File: config.mk
export PLATFORM = sky130hd
export DESIGN_NAME = adder_sum_accumulator
export DESIGN_NICKNAME = d
export VERILOG_FILES = /design/src/rtl/adder_pkg.sv /design/src/rtl/sat_add.sv /design/src/rtl/adder_sum_accumulator.sv
export SDC_FILE = /design/constraint.sdc
export NUM_CORES = 1
export LEC_CHECK = 0
export CORE_MARGIN = 1.5
export CORE_UTILIZATION = 48
export CTS_CLUSTER_DIAMETER = 50
export DETAILED_ROUTE_END_ITERATION = 7
export PLACE_DENSITY = 0.76
export SLEW_MARGIN = 20
export SYNTH_ARGS = -nofsm -noshare
export SYNTH_HDL_FRONTEND = slang
export SYNTH_SLANG_ARGS = --single-unit
File: constraint.sdc
create_clock -name clk -period 2.45 [get_ports clk]
set_clock_uncertainty 0.05 [all_clocks]
set_input_delay 0.49 -clock clk [delete_from_list [all_inputs] [get_ports clk]]
set_output_delay 0.49 -clock clk [all_outputs]
set_load 0.01 [all_outputs]
File: src/rtl/adder_pkg.sv
// Shared types and constants for the adder result accumulator slice.
package adder_pkg;

  localparam int ADDER_RES_W = 3;
  localparam int DEF_ACC_W   = 8;
  localparam int DEF_CNT_W   = 4;

  typedef enum logic [1:0] {
    IDLE  = 2'd0,
    ACCUM = 2'd1,
    DONE  = 2'd2
  } state_e;

endpackage

File: src/rtl/sat_add.sv
// Combinational saturating adder: W-bit accumulator plus a zero-extended adder result.
module sat_add
  import adder_pkg::*;
#(
  parameter int W = DEF_ACC_W
) (
  input  logic [W-1:0]           a,
  input  logic [ADDER_RES_W-1:0] b,
  output logic [W-1:0]           sum,
  output logic                   sat
);

  logic [W:0] full;

  // One extra bit catches the carry out; a set carry means the true sum exceeds W bits.
  always_comb begin
    full = {1'b0, a} + {{(W + 1 - ADDER_RES_W){1'b0}}, b};
    sat  = full[W];
    sum  = full[W] ? {W{1'b1}} : full[W-1:0];
  end

endmodule

File: src/rtl/adder_sum_accumulator.sv
// Accumulates a programmed number of adder results into a saturating total and hands it off.
//
// Handshakes: a beat transfers on a rising edge where valid and ready are both high; ready and
// valid outputs here are decoded from registered state only, so neither depends on a same-cycle input.
module adder_sum_accumulator
  import adder_pkg::*;
#(
  parameter int ACC_W = DEF_ACC_W,
  parameter int CNT_W = DEF_CNT_W
) (
  input  logic                   clk,
  input  logic                   rst,
  input  logic                   start,
  input  logic                   abort,
  input  logic [CNT_W-1:0]       num_samples,
  input  logic                   in_valid,
  input  logic [ADDER_RES_W-1:0] in_sum,
  output logic                   in_ready,
  output logic [ACC_W-1:0]       acc_out,
  output logic                   out_valid,
  input  logic                   out_ready,
  output logic                   overflow,
  output logic                   busy,
  output state_e                 state_dbg
);

  state_e           state_q, state_d;
  logic [ACC_W-1:0] acc_q, acc_d;
  logic [CNT_W-1:0] rem_q, rem_d;
  logic             ovf_q, ovf_d;

  logic [ACC_W-1:0] add_sum;
  logic             add_sat;

  sat_add #(.W(ACC_W)) u_sat_add (
    .a   (acc_q),
    .b   (in_sum),
    .sum (add_sum),
    .sat (add_sat)
  );

  always_ff @(posedge clk or posedge rst) begin
    if (rst) begin
      state_q <= IDLE;
      acc_q   <= '0;
      rem_q   <= '0;
      ovf_q   <= 1'b0;
    end else begin
      state_q <= state_d;
      acc_q   <= acc_d;
      rem_q   <= rem_d;
      ovf_q   <= ovf_d;
    end
  end

  always_comb begin
    state_d = state_q;
    acc_d   = acc_q;
    rem_d   = rem_q;
    ovf_d   = ovf_q;
    if (abort) begin
      // Abort beats start, transfer and out_ready alike and discards the run.
      state_d = IDLE;
      acc_d   = '0;
      rem_d   = '0;
      ovf_d   = 1'b0;
    end else begin
      unique case (state_q)
        IDLE: begin
          if (start) begin
            acc_d   = '0;
            ovf_d   = 1'b0;
            rem_d   = num_samples;
            state_d = (num_samples != '0) ? ACCUM : DONE;
          end
        end
        ACCUM: begin
          if (in_valid) begin
            acc_d = add_sum;
            ovf_d = ovf_q | add_sat;
            rem_d = rem_q - {{(CNT_W - 1){1'b0}}, 1'b1};
            if (rem_q == {{(CNT_W - 1){1'b0}}, 1'b1}) state_d = DONE;
          end
        end
        DONE: begin
          if (out_ready) state_d = IDLE;
        end
        default: state_d = IDLE;
      endcase
    end
  end

  always_comb begin
    in_ready  = (state_q == ACCUM);
    out_valid = (state_q == DONE);
    busy      = (state_q != IDLE);
    acc_out   = acc_q;
    overflow  = ovf_q;
    state_dbg = state_q;
  end

endmodule

* Word-level counts from Yosys, hierarchy flattened
Cells that the tools add are included.
** Word-level totals
- Bits of input ports :: 13
- Flip-flop bits (word level) :: 15
** Operators by class
- Equal/unequal tests :: 7
- Bitwise gates (word level) :: 1
- Reductions and logical operators :: 6
- $add $sub $neg :: 2
- Muxes and demuxes :: 20
** Operator list (count)
- $mux 8 :: 4
- $pmux 8 s2 :: 1
- $mux 2 :: 6
- $mux 4 :: 3
- $add 8x3->9 :: 1
- $pmux 4 s2 :: 1
- $ne 3x2->1 const B :: 2
- $ne 3x3->1 const B :: 2
- $pmux 2 s3 :: 1
- $eq 4x1->1 const B :: 1
- $reduce_and 4->1 :: 1
- $reduce_bool 4->1 :: 1
- $sub 4x1->4 const B :: 1
- $mux 1 :: 3
- $reduce_and 3->1 :: 1
- $reduce_bool 3->1 :: 1
- $eq 2x1->1 const B :: 1
- $eq 2x2->1 const B :: 1
- $logic_not 2->1 :: 1
- $pmux 1 s2 :: 1
- $reduce_bool 2->1 :: 1
- $or 1x1->1 :: 1

* Depth between registers and ports, before layout
Gate-level depths: netlist (run 1).
- Depth in word-level cells :: 5
- Mapped depth :: 7
- Depth with buffers taken out :: 6

* By module
From an unflattened synthesis (run 1), not the netlist that was laid out.
** Second synthesis, totals
- Cells, all modules :: 122
- Area total of the unflattened synthesis :: 1111.1 µm²
** By module, submodules not included
- adder_sum_accumulator :: instances 1, area an instance 864.6 µm², sequential area each 375.4 µm², cells an instance 89
- sat_add :: instances 1, area an instance 246.5 µm², sequential area each 0.0 µm², cells an instance 33

* Worst setup path after synthesis (run 1)
OpenSTA, ideal clock, no wires.
- Path type :: in2reg
- From :: in in_sum[0]
- To :: reg acc_q[3] (netlist: acc_out[3])
- Setup slack :: 0.412 ns
- Data required time :: 2.279 ns
- Cell stages on the path :: 6
- Arrival time :: 1.867 ns
- Buffers on the path :: 0
- Cells stage by stage :: ha_1 fa_1 a21oi_1 nor3_4 o21bai_1 a22o_1
** Between the ends
- Longest elaborated chain between the ends :: 5
** Ends and longest elaborated chain
- start, declared :: RTL line adder_sum_accumulator.sv:17 : input logic [ADDER_RES_W-1:0] in_sum,
- $add 8x3->9 :: RTL line sat_add.sv:17 : full = {1'b0, a} + {{(W + 1 - ADDER_RES_W){1'b0}}, b};
- $mux 8 :: RTL line sat_add.sv:19 : sum = full[W] ? {W{1'b1}} : full[W-1:0];
- $mux 8 :: RTL line adder_sum_accumulator.sv:78 : if (in_valid) begin
- $pmux 8 s2 :: RTL line adder_sum_accumulator.sv:68 : unique case (state_q)
- $mux 8 :: RTL line adder_sum_accumulator.sv:61 : if (abort) begin
- end signal, assigned :: RTL line adder_sum_accumulator.sv:45 : acc_q <= '0;
- end signal, assigned :: RTL line adder_sum_accumulator.sv:50 : acc_q <= acc_d;
- end, declared :: RTL line adder_sum_accumulator.sv:28 : logic [ACC_W-1:0] acc_q, acc_d;
No other way between the ends. The select of a mux whose other input is x is not followed.
A chain may end at the register's enable or synchronous reset.

* Final worst setup path (run 1)
- From :: reg state_q[0] (netlist: state_dbg[0])
- To :: out in_ready
** Between the ends
- Longest elaborated chain between the ends :: 1
** Ends and longest elaborated chain
- start, declared :: RTL line adder_sum_accumulator.sv:27 : state_e state_q, state_d;
- start signal, assigned :: RTL line adder_sum_accumulator.sv:49 : state_q <= state_d;
- $eq 2x1->1 :: RTL line adder_sum_accumulator.sv:94 : in_ready = (state_q == ACCUM);
- end, declared :: RTL line adder_sum_accumulator.sv:18 : output logic in_ready,
No other way between the ends.

==> flow_summary.ini, run 1 <==
[status]
status = finished clean

[worst_setup_path]
worst-path-max-fanout = 11
timing_worst_setup_path_type = register to output pin
startpoint_of_the_worst_register_to_register_path = acc_out[0]
setup.worst_path.end = in_ready
reg2reg_slack_ns = 0.50
arrival_ns = 1.66
cpPeakStageDelay_ns = 0.57
crit_chain = nand2b_4, inv_2, clkdlybuf4s50_1
crit_family = buffers and inverters
r2r.worst_path.cells = 6
crit_slowest_cell = sky130_fd_sc_hd__dfrtp_1
endpoint_kind = output pin
crit_path_start = state_dbg[0]
r2r_end = acc_out[3]
crit_cells = 3
worstPathRequired_ns = 1.91
cp.buffers_inverters = 2
startpoint_type = register

[floorplan]
die_w_um = 49.8
die-area_mm2 = 0.00248
die_height_um = 49.8
core_region_mm2 = 0.00200
io_pins = 27
initial_core_utilization = 0.525
std_cell_rows = 16

[placed_design]
detailed_place_hpwl_um = 1770
io_buffers = 26
globalplace.congestion = 0.840
placed_cells_incl_taps = 164

[sta]
setup_violations_final = 0
hold_ws_ns = 0.465
worst_slew_pin_slew_ns = 0.587
maxClockFrequency_ghz = 0.455
final_min_period_over_clock_period = 0.897
finalHoldViolCount = 0
grt_setup_unrepaired = false
report.final.slew_viol_count = 0
max_slew_margin = 0.608
final_period_minus_worst_setup_slack_ns = 2.20

[logic_synthesis]
synth.ff_latch_count = 15
synth-compound-area-share = 0.251
synth_cells = 113
synth-adder-area-share = 0.0786
synth.net_count = 132
synth.cell_area_mm2 = 0.00105
number_of_enable_flip_flop_cells_after_synthesis = 0
syn_avg_cell_area_um2 = 9.30
post_synth_xor_area_fraction = 0.00833
synthSimpleGateAreaFrac = 0.194
synth_top_family_by_area = compound AO/OA/AOI/OAI gates
synth-async-reset-ratio = 1.00
ys_types = 44
share_of_the_yosys_chip_area_belonging_to_registers = 0.357
dominant_synthesized_flop_cell = sky130_fd_sc_hd__dfrtp_1
multiplexer_share_of_the_synthesized_area = 0.0381
yosysWarningCount = 0

[global_routing]
grt.overflow.total = 0
pin_count_of_the_biggest_net_entering_global_routing = 16
global_route.usage.total = 0.203
grt_antenna_before_repair = 0
via_count_of_the_first_global_routing_pass = 936
global_route_wire_length_before_repair_um = 3880

[routing]
final_antenna_net_count = 0
route.detailed.drc = 0
vias = 952
routed_wirelength_um = 2240
drt_pass1_iterations = 4
detail_route.iter0.violations = 18
route.detailed.wl_per_inst_um = 13.3
vias_per_cell = 5.67

[power_and_ir_drop]
clock_power_share = 0.151
power.switching_mw = 0.350
p_sw_frac = 0.378
power_density_mw_per_mm2 = 689
share_comb_of_total_power = 0.466
power.ir.vdd_worst_mv = 0.431
internal-power_mw = 0.578
power_mw = 0.928
power.share.sequential = 0.382
power.static_leakage_nw = 0.578

[finish]
design.final.nets = 161
ant_diodes = 0
drive_above_1_share = 0.106
area_growth_pct = 28.2
postLayoutCoreUtil = 0.673
finalNonFillerCells = 168

[clock_network]
ctsHtreeMaxLevel = 1
insertion_delay_ns = 0.28
cts.reportedPaths.clkPinSlew_ns = 0.09
cts_buffer_depth = 2
clock_sink_count = 15
cts_tree = built
cts_buffers = 3
postCtsHoldBufs = 0
post_cts_buffers = 0
clk_root_buffer_cell = sky130_fd_sc_hd__clkbuf_4
post_cts.resized_instances = 0

[run]
max_cap_viol_count = 0

[hold_path]
hold_path_class = register to register
-- registers in the layout, indices dropped and copies added, names as in the netlist --
name / flops
acc_out: 8
rem_q: 4
state_dbg: 2
overflow: 1
-- area by class of cell --
type / count / area (µm²)
fill: 179 / 654
multi-input combinational: 85 / 599
sequential: 15 / 375
timing repair buffer: 29 / 283
tap: 27 / 33.8
inverter: 8 / 30.0
clock buffer: 4 / 26.3
-- kinds of logic (layout without fill, tap and decap cells) --
logic type / Yosys count / after routing
buffers and inverters: 13 / 41
AOI/OAI and AO/OA: 39 / 39
muxes: 3 / 3
adders and majority gates: 6 / 6
DFF: 15 / 15
and+or+nand+nor: 36 / 36
xor gates and xnor gates: 1 / 1
-- stage by stage --
step	cell area [µm²]	setup slack [ns]	TNS (ns)
after floorplan	1050	0.412	0
after global placement	1320	0.0223	0
after detailed placement	1320	-0.0301	-0.0327
after CTS	1350	0.243	0
after global routing	1350	0.145	0
final	1350	0.253	0
-- power by group through the flow --
stage	Sequential (mW)	Combinational, mW	Clock (mW)
final	0.355	0.433	0.140
after global routing	0.365	0.481	0.156
after CTS	0.354	0.435	0.146
after detailed placement	0.359	0.433	0
after global placement	0.357	0.423	0
after floorplan	0.341	0.325	0
-- how the worst min path moves through the flow --
stage / from / slack (ns) / cells past startpoint / to
after global placement: acc_out[0] / 0.43 / 2 / acc_out[0]
after floorplan: rst / 0.34 / 1 / acc_out[0]
after CTS: acc_out[0] / 0.47 / 2 / acc_out[0]
final: acc_out[0] / 0.46 / 2 / acc_out[0]
after global routing: acc_out[2] / 0.51 / 2 / acc_out[2]
after detailed placement: acc_out[0] / 0.45 / 2 / acc_out[0]
-- layout by cell type, fill, tap and decap left out, drive strengths merged, types with 2 or more instances in the layout --
cell type	netlist	final
nor2	6	6
ha	5	5
buf	5	3
clkdlybuf4s50	0	26
o2bb2ai	3	3
a21oi	11	11
nand2	11	11
nor3b	2	2
inv	8	8
clkbuf	0	4
nor3	2	2
nor4	3	3
o31ai	3	3
a21o	2	2
o21ai	9	9
o311ai	2	2
nand3	4	4
dfrtp	15	15
mux2	2	2
-- layer usage --
layer  GRT usage  share of wire  vias to the layer above
li1            -              -                      474
met1       0.232           0.42                      448
met5           0              0                        -
met4      0.0694         0.0058                        0
met2       0.380           0.53                       28
met3      0.0303          0.045                        2
-- tightest hold or removal path: stages (launching register included) --
cell                      delay (ns)
sky130_fd_sc_hd__dfrtp_1        0.38
sky130_fd_sc_hd__nand2_1        0.06
sky130_fd_sc_hd__nand2_1        0.05
-- cells in the mapped netlist (all sizes together) (2+ instances only) --
master   count  area share
nand2       11       0.039
o311ai       2       0.024
nand3        4       0.024
o2bb2ai      3       0.025
dfrtp       15        0.36
nor4         3       0.018
nor3b        2       0.014
a21o         2       0.014
a21oi       11       0.056
mux2         2       0.029
o31ai        3       0.021
ha           5       0.060
inv          8       0.029
o21ai        9       0.043
nor3         2       0.020
nor2         6       0.021
buf          5       0.044
Note: power is estimated with default switching activity, not from simulation.
==> run 2, diff against run 1 <==
- CAP_MARGIN: unset -> 20
==> results of run 2 <==
Final layout, timing and power as in run 1 (identical DEF).
==> run 3, diff against run 2 <==
- PLACE_DENSITY: 0.76 -> unset
- PLACE_DENSITY_LB_ADDON: unset -> 0.15
==> run 3 against run 2 <==
Clock power increased by 6%. Power increased by 1.6%. Critical endpoint unchanged. Hold slack got worse by 0.011 ns. Largest power group unchanged. Count of clock-buffer cells in the layout decreased by 1. Wire length increased by 1.4%. Combinational power increased by 2%. Cell area increased by 2.3%. Sequential power about the same. Global-route usage decreased by 0.31 points. Die area unchanged. Register-to-register slack improved by 0.03 ns. Highest routed layer unchanged.
==> flow_summary.ini, run 3 (synthesis gave the netlist of run 1 again) <==
[floorplan]
io_pins = 27
initial_core_utilization = 0.525
die_w_um = 49.8
std_cell_rows = 16
die_height_um = 49.8
core_region_mm2 = 0.00200
die-area_mm2 = 0.00248

[placed_design]
globalplace.congestion = 0.833
detailed_place_hpwl_um = 1800
placed_cells_incl_taps = 168
io_buffers = 26
placed_area_mm2 = 0.00135

[clock_network]
postCtsHoldBufs = 0
ctsHtreeMaxLevel = 1
cts.reportedPaths.clkPinSlew_ns = 0.09
cts_tree = built
clock_sink_count = 15
cts_buffers = 3
insertion_delay_ns = 0.29
post_cts_buffers = 0
post_cts.resized_instances = 0
clk_root_buffer_cell = sky130_fd_sc_hd__clkbuf_4
cts_buffer_depth = 2

[finish]
postLayoutCoreUtil = 0.689
final.fill_count = 169
max_ffs_per_register = 8
ant_diodes = 0
design.final.nets = 165
drive_above_1_share = 0.138
final_cell_mix = sky130_fd_sc_hd__clkdlybuf4s50_1 (26), sky130_fd_sc_hd__dfrtp_1 (15), sky130_fd_sc_hd__nand2_1 (11)
finalNonFillerCells = 172
final_common_cell = sky130_fd_sc_hd__clkdlybuf4s50_1
stdcell_area_mm2 = 0.00138
area_growth_pct = 31.2

[power_and_ir_drop]
power_density_mw_per_mm2 = 684
power.static_leakage_nw = 0.602
power.ir.vdd_worst_mv = 0.531
power_mw = 0.943

[global_routing]
global_route_wire_length_before_repair_um = 3780
pin_count_of_the_biggest_net_entering_global_routing = 16
grt_antenna_before_repair = 0
global_route.usage.total = 0.200
grt-busiest-layer = met2
globalRouteMet3Util = 0.0273
grt_use_met2 = 0.322
globalRouteMet1Util = 0.271
via_count_of_the_first_global_routing_pass = 866
grt.overflow.total = 0

[run]
max_cap_viol_count = 0

[worst_setup_path]
worstPathRequired_ns = 1.91
endpoint_kind = output pin
arrival_ns = 1.67
worst-path-max-fanout = 11
cpPeakStageDelay_ns = 0.57
timing_worst_setup_path_type = register to output pin
crit_chain = nand2b_4, inv_2, clkdlybuf4s50_1
crit_slowest_cell = sky130_fd_sc_hd__dfrtp_1
startpoint_type = register

[status]
status = finished clean

[routing]
final_antenna_net_count = 0
route.detailed.wl_per_inst_um = 13.2
vias = 958
vias_per_cell = 5.57
routed_wirelength_um = 2270
drt_pass1_iterations = 4
detail_route.iter0.violations = 13
route.detailed.drc = 0

[sta]
worst_slew_pin_slew_ns = 0.590
max_slew_margin = 0.606
report.final.slew_viol_count = 0
final_min_period_over_clock_period = 0.903
setup_total_negative_slack_ns = 0
maxClockFrequency_ghz = 0.452
final_period_minus_worst_setup_slack_ns = 2.21
setup_violations_final = 0
finalHoldViolCount = 0
grt_setup_unrepaired = false

[hold_path]
hold_path_class = register to register
-- run 3: path summary, 6_finish.rpt --
kind / end / cells past startpoint / start / slack (ns)
max: in_ready / 3 / state_dbg[0] / 0.24
min: acc_out[0] / 2 / acc_out[0] / 0.45
max reg2reg: acc_out[3] / 6 / acc_out[0] / 0.53
min reg2reg: acc_out[0] / 2 / acc_out[0] / 0.45
max in group asynchronous: rem_q[2] / 2 / rst / 1.47
min in group asynchronous: acc_out[6] / 2 / rst / 0.50
-- run 3: stage by stage --
| step | hold slack (ns) | worst slack (ns) |
|---|---|---|
| CTS | 0.462 | 0.234 |
| finish | 0.453 | 0.237 |
| global route | 0.505 | 0.133 |
| detailed placement | 0.440 | -0.0109 |
| floorplan | 0.341 | 0.412 |
| global placement | 0.435 | 0.0405 |
-- run 3: area by class of cell --
class / count / area, µm² / area share
multi-input combinational: 85 / 599 / 0.435
sequential: 15 / 375 / 0.272
timing repair buffer: 33 / 313 / 0.227
tap: 27 / 33.8 / 0.0245
inverter: 8 / 30.0 / 0.0218
clock buffer: 3 / 22.5 / 0.0163
clock inverter: 1 / 5.00 / 0.00363
-- run 3: critical path: cells and delay by family, from the launching register on --
| kind | cells | cell delay (ns) |
|---|---|---|
| buf+inv | 2 | 0.66 |
| flops | 1 | 0.57 |
| simple gates | 1 | 0.16 |
-- run 3: where the power goes --
part           internal, mW  switching, mW  leakage [nW]
registers             0.290         0.0647         0.204
logic                 0.231          0.209         0.381
clock network        0.0607         0.0879        0.0177
-- run 3: layer usage --
| metal | up-vias | part of all wire |
|---|---|---|
| li1 | 482 | - |
| met3 | 4 | 0.037 |
| met1 | 443 | 0.49 |
| met2 | 29 | 0.46 |
| met5 | - | 0 |
| met4 | 0 | 0.011 |
